===== src/rtl/encoder_pkg.sv =====
// encoder_pkg -- shared types and constants for the queued 8-to-3 encoder.
//
// Contents:
//   LINES, CODE_W : number of event lines (8) and output code width (3)
//   state_t       : handshake FSM states (IDLE, HOLD)
//   line_vec_t    : one bit per event line
//   code_t        : binary (octal digit) line index
package encoder_pkg;

  localparam int LINES  = 8;
  localparam int CODE_W = 3;

  typedef enum logic {
    IDLE = 1'b0,
    HOLD = 1'b1
  } state_t;

  typedef logic [LINES-1:0]  line_vec_t;
  typedef logic [CODE_W-1:0] code_t;

endpackage


===== src/rtl/encoder8x3_queued_prio_enc8.sv =====
// prio_enc8 -- combinational circular priority encoder over 8 request lines.
//
// The search starts at index 'start' and walks downward, wrapping from 0 to 7.
// Tying start to 7 gives plain highest-index-wins (74148 ordering).
//
// Ports:
//   req    in   request vector
//   start  in   first index examined
//   found  out  at least one request bit is set
//   idx    out  index of the winning request (0 when none)
//   onehot out  winning request as a one-hot vector (0 when none)
module prio_enc8
  import encoder_pkg::*;
(
  input  line_vec_t req,
  input  code_t     start,
  output logic      found,
  output code_t     idx,
  output line_vec_t onehot
);

  code_t cand;

  always_comb begin
    found  = 1'b0;
    idx    = '0;
    cand   = '0;
    for (int k = 0; k < LINES; k++) begin
      // Modulo-8 subtraction provides the wrap from 0 back to 7.
      cand = start - code_t'(k);
      if (!found && req[cand]) begin
        found = 1'b1;
        idx   = cand;
      end
    end
    onehot = found ? (line_vec_t'(1) << idx) : '0;
  end

endmodule


===== src/rtl/encoder8x3_queued.sv =====
// encoder8x3_queued -- sequential 8-to-3 encoder with request queueing.
//
// Each rising edge on D[i] latches a pending request for code i. Requests are
// emitted one per handshake on Q/out_valid/out_ready, highest index first.
// A repeated edge on a line whose request is still pending is merged and
// flags the sticky ovf bit.
//
// Optional build macro ENC_ROUND_ROBIN_EN: replaces fixed priority with a
// rotating search that starts just below the last emitted code, so no line
// can starve the others.
//
// Ports:
//   clk        in   rising-edge clock
//   rst        in   asynchronous active-high reset
//   D          in   event lines (synchronous to clk)
//   out_ready  in   consumer accepts Q when high together with out_valid
//   ovf_clr    in   synchronous clear of ovf (a same-cycle overflow wins)
//   Q          out  registered code being offered
//   out_valid  out  Q holds a valid code
//   pending    out  outstanding requests, excluding the one on Q
//   ovf        out  sticky lost-request flag
//
// LINES must be 8 and CODE_W must be 3; other values are not supported.
module encoder8x3_queued #(
  parameter int LINES  = 8,
  parameter int CODE_W = 3
) (
  input  logic              clk,
  input  logic              rst,
  input  logic [LINES-1:0]  D,
  input  logic              out_ready,
  input  logic              ovf_clr,
  output logic [CODE_W-1:0] Q,
  output logic              out_valid,
  output logic [LINES-1:0]  pending,
  output logic              ovf
);

  import encoder_pkg::*;

  state_t    state, state_nxt;
  line_vec_t d_q;
  line_vec_t new_evt;
  line_vec_t sel_clr;
  line_vec_t sel_onehot;
  code_t     sel_idx;
  code_t     start;
  logic      sel_found;
  logic      load;
  logic      drop;
  logic      ovf_set;

  // Edge detect / selection
  assign new_evt = D & ~d_q;
  assign sel_clr = load ? sel_onehot : '0;
  // An edge on the code held in Q is a fresh request because that bit was
  // already removed from pending; only a still-pending, uncleared bit overflows.
  assign ovf_set = |(new_evt & pending & ~sel_clr);

`ifdef ENC_ROUND_ROBIN_EN
  code_t last_sel;

  always_ff @(posedge clk or posedge rst) begin
    if (rst)
      last_sel <= '0;
    else if (load)
      last_sel <= sel_idx;
  end

  assign start = last_sel - code_t'(1);
`else
  assign start = code_t'(LINES - 1);
`endif

  prio_enc8 u_prio (
    .req    (pending),
    .start  (start),
    .found  (sel_found),
    .idx    (sel_idx),
    .onehot (sel_onehot)
  );

  // FSM state register
  always_ff @(posedge clk or posedge rst) begin
    if (rst)
      state <= IDLE;
    else
      state <= state_nxt;
  end

  // FSM next state
  always_comb begin
    state_nxt = state;
    case (state)
      IDLE:    if (sel_found) state_nxt = HOLD;
      HOLD:    if (out_ready && !sel_found) state_nxt = IDLE;
      default: state_nxt = IDLE;
    endcase
  end

  // FSM outputs: load a new code into Q, or retire the current one
  always_comb begin
    load = 1'b0;
    drop = 1'b0;
    case (state)
      IDLE: load = sel_found;
      HOLD: begin
        if (out_ready) begin
          load = sel_found;
          drop = !sel_found;
        end
      end
      default: begin
        load = 1'b0;
        drop = 1'b0;
      end
    endcase
  end

  // Registered request queue and output
  always_ff @(posedge clk or posedge rst) begin
    if (rst) begin
      // All ones so lines already high at reset release do not count as edges.
      d_q       <= '1;
      pending   <= '0;
      Q         <= '0;
      out_valid <= 1'b0;
      ovf       <= 1'b0;
    end else begin
      d_q     <= D;
      pending <= (pending & ~sel_clr) | new_evt;
      if (load) begin
        Q         <= sel_idx;
        out_valid <= 1'b1;
      end else if (drop) begin
        out_valid <= 1'b0;
      end
      if (ovf_set)
        ovf <= 1'b1;
      else if (ovf_clr)
        ovf <= 1'b0;
    end
  end

endmodule


===== config.mk =====
export PLATFORM = sky130hd
export DESIGN_NAME = encoder8x3_queued
export DESIGN_NICKNAME = d
export VERILOG_FILES = /design/src/rtl/encoder_pkg.sv /design/src/rtl/encoder8x3_queued_prio_enc8.sv /design/src/rtl/encoder8x3_queued.sv
export SDC_FILE = /design/constraint.sdc
export NUM_CORES = 1
export LEC_CHECK = 0
export CAP_MARGIN = 20
export CORE_MARGIN = 4
export CORE_UTILIZATION = 46
export CTS_CLUSTER_DIAMETER = 120
export DETAILED_ROUTE_END_ITERATION = 8
export PLACE_DENSITY = 0.76
export SYNTH_ARGS = -nofsm -noshare
export SYNTH_HDL_FRONTEND = slang
export SYNTH_SLANG_ARGS = --single-unit
export TNS_END_PERCENT = 50

===== constraint.sdc =====
create_clock -name clk -period 2.1 [get_ports clk]
set_input_delay 0.21 -clock clk [delete_from_list [all_inputs] [get_ports clk]]
set_output_delay 0.21 -clock clk [all_outputs]
set_load 0.1 [all_outputs]

==> summary.md <==
| Metric | Value |
|---|---|
| Status | `finished, final reports clean` |
| Cell variety after synth | `25` |
| Row cnt | `16` |
| Via count | `around 740` |
| Worst-Margin Slew | `~650 ps` |
| Die ar. | `2846 sq um` |
| Max stage delay on crit path | `~470 ps` |
| Final worst-path cycle share | `between 90% and 100%` |
| Routed vias/inst | `between 5 and 6` |
| Slowest cell on crit path | `dfrtp_2` |
| MaxCap Viol Count | `0` |
| Initial core utilization | `about half` |
| Clk_skew | `3.116 ps` |
| Crit path launch type | `flop` |
| Required time worst endpoint | `between 2000 and 2500 ps` |
| Peak VDD IR | `approximately 0.54 mV` |
| Final hold viol count | `0` |
| Leakage | `roughly 0.00054 uW` |
| Final TNS setup | `0 ps` |
| TritonCTS clock tree | `yes` |
| CTS buffer count | `3` |
| DRC | `0` |
| Fmax | `504.2 MHz` |
| FF-to-FF Start | `pending[4]` |
| Final RePlAce weighted congestion | `0.8192` |
| Detail Route Antenna Nets | `0` |
| Synthesized Nets | `97` |
| Clk sinks | `22` |
| Post-synthesis sequential area ratio | `approximately three fifths` |
| Relative slew slack | `56.16%` |
| Flop and latch count out of synthesis | `22` |
| Mapped cell area | `~950 sq um` |
| Commonest non-fill, non-tap cell in the layout | `buf_4` |
| Critical path cell sequence | `nor4_4, nand2b_2, o21ai_0, o22ai_1, or4_1` |
| Critical Path AT | `about 2200 ps` |
| Die height | `53.35 um` |
| Core area | `around 2000 sq um` |
| Most frequent cells in the layout | `14 x buf_4, 11 x o21ai_0, 11 x clkdlybuf4s50_1` |
| Syn Area/Cell | `between 10 and 15 sq um` |
| Synth warnings | `0` |
| Initial DRT Pass Iterations | `4` |
| Congestion Overflow GR | `0` |
| Total GRT Usage | `between 10% and 20%` |
| Clock buffer depth | `2` |
| Pins Over Slew Limit | `0` |
| First-iteration detailed-routing DRC count | `18` |
| P&R area growth vs syn | `30.95%` |
| Initial antenna violation count | `0` |
| Post-Synthesis Cells | `85` |
| HPWL after detailed placement | `between 1000 and 1500 um` |
| Routed Wire Length | `between 1500 and 2000 um` |
| Worst reg2reg path endpoint | `ovf` |
| Routed length per instance | `roughly 13 um` |
| Hold Crit Class | `in2async` |
| Root Driver | `clkbuf_4` |
| Post-layout util | `a little over three fifths` |
| Ant diodes | `0` |
| Largest net degree at the start of global routing | `23` |
| Kind of critical path | `reg2reg` |
| PD cells | `808.6 nW/um^2` |
| Endpoints failing setup | `0` |
| RSZ-0062 raised after global routing | `false` |
| Die width | `around 53 um` |
| CP Capture Type | `flop` |
| Ports | `25` |
| Share of cells above drive strength 1 | `~30%` |
| Reg2Reg Setup Slack | `between 100 and 150 ps` |
| First-pass GRT wire length | `roughly 3100 um` |
| Crit path time final | `around 2000 ps` |
| Hold_buf cts | `0` |
| Worst-skew pair later-pin latency | `around 300 ps` |
| H-tree levels | `1` |
| Vias in the first global route | `roughly 730` |
| # fillers | `about 180` |
| Crit Path Max Fanout | `5` |
| Clock Pin Slew Worst Setup and Hold Paths | `about 110 ps` |
| Fin nets | `~130` |
| Reg2Reg Depth | `5` |
| IO buf count | `24` |
-- what timing repair did --
item,in CTS,in global routing
setup buffers,0,0
setup endpoints to repair,0,1
resized for setup,0,0
-- logic make-up (layout without fill, tap and decap cells) --
| logic type | count (synthesis) | after routing | synth area share [%] |
|---|---|---|---|
| AO/OA/AOI/OAI | 25 | 25 | 18.52 |
| buffers and inverters | 9 | 38 | 3.571 |
| flip-flops | 22 | 22 | 59.26 |
| multiplexers | 1 | 1 | 1.058 |
| AND/OR/NAND/NOR | 28 | 28 | 17.59 |
-- sequential cells by signal, indices dropped and copies added, names as in the netlist --
| name | count |
|---|---|
| Q | 3 |
| ovf | 1 |
| d_q | 8 |
| state | 1 |
| pending | 8 |
| out_valid | 1 |
-- power breakdown --
part           switching [uW]  leakage (uW)  internal (uW)  total, uW
Combinational             213      0.000297           72.4        286
Clock                     119     0.0000210            106        225
Sequential               31.1      0.000220            460        492
-- Yosys cell counts, drive strengths merged --
master / number / area share, %
o21ai: 11 / 5.8
o221ai: 2 / 1.9
nand3b: 2 / 1.6
o2111ai: 1 / 0.93
o22ai: 1 / 0.66
a2111oi: 1 / 0.93
nor2: 4 / 1.6
o41ai: 1 / 2.9
nand2b: 7 / 4.9
dfrtp: 14 / 37
a31oi: 1 / 0.66
mux2i: 1 / 1.1
o31ai: 2 / 1.6
dfstp: 8 / 22
or3: 1 / 0.66
a21o: 1 / 0.79
nor4: 2 / 2.9
a21oi: 3 / 1.6
a22oi: 1 / 0.79
nor2b: 3 / 2.0
nand2: 8 / 3.2
inv: 9 / 3.6
or4: 1 / 0.79
-- area by class of cell --
type	count	area, sq um	share of cell area, %
Clock buffer	4	36.28	2.929
Inverter	9	33.78	2.727
Sequential cell	22	568.0	45.86
Multi-Input combinational cell	54	351.6	28.38
Timing Repair Buffer	25	215.2	17.37
Tap cell	27	33.78	2.727
-- worst max-delay path by stage --
stage                          start   to
after floorplan           pending[5]  ovf
after global placement     out_ready  ovf
after detailed placement   out_ready  ovf
after CTS                 pending[5]  ovf
after global routing      pending[4]  ovf
final                     pending[4]  ovf
-- critical path: cells and delay by family (launching register included) --
| family | cells | cell delay (ps) |
|---|---|---|
| AO/OA/AOI/OAI | 2 | 380 |
| AND/OR/NAND/NOR | 3 | 1020 |
| flip-flops | 1 | 470 |
-- metrics by stage --
stage	setup WS [ps]	power, uW	hold WS [ps]	instance area (sq um)	instances
after floorplan	35.61	705.4	192.9	953.4	85
after global placement	146.6	782.8	463.5	1202	137
after detailed placement	43.55	786.6	493.0	1202	137
after CTS	97.63	1014	226.4	1239	141
after global routing	10.44	1049	260.2	1239	141
final	116.5	1002	226.8	1239	141
-- routing by layer --
metal  routed length [um]  vias up  track usage [%]  part of all wire, %
met5                    0        -                0                    0
met4                   10        0            6.383                 0.54
met3                   86        2            2.535                  4.6
met2                  920       21            25.51                   49
met1                  851      356            19.07                   46
li1                     -      359                -                    -
(Power assumes the default switching activity.)
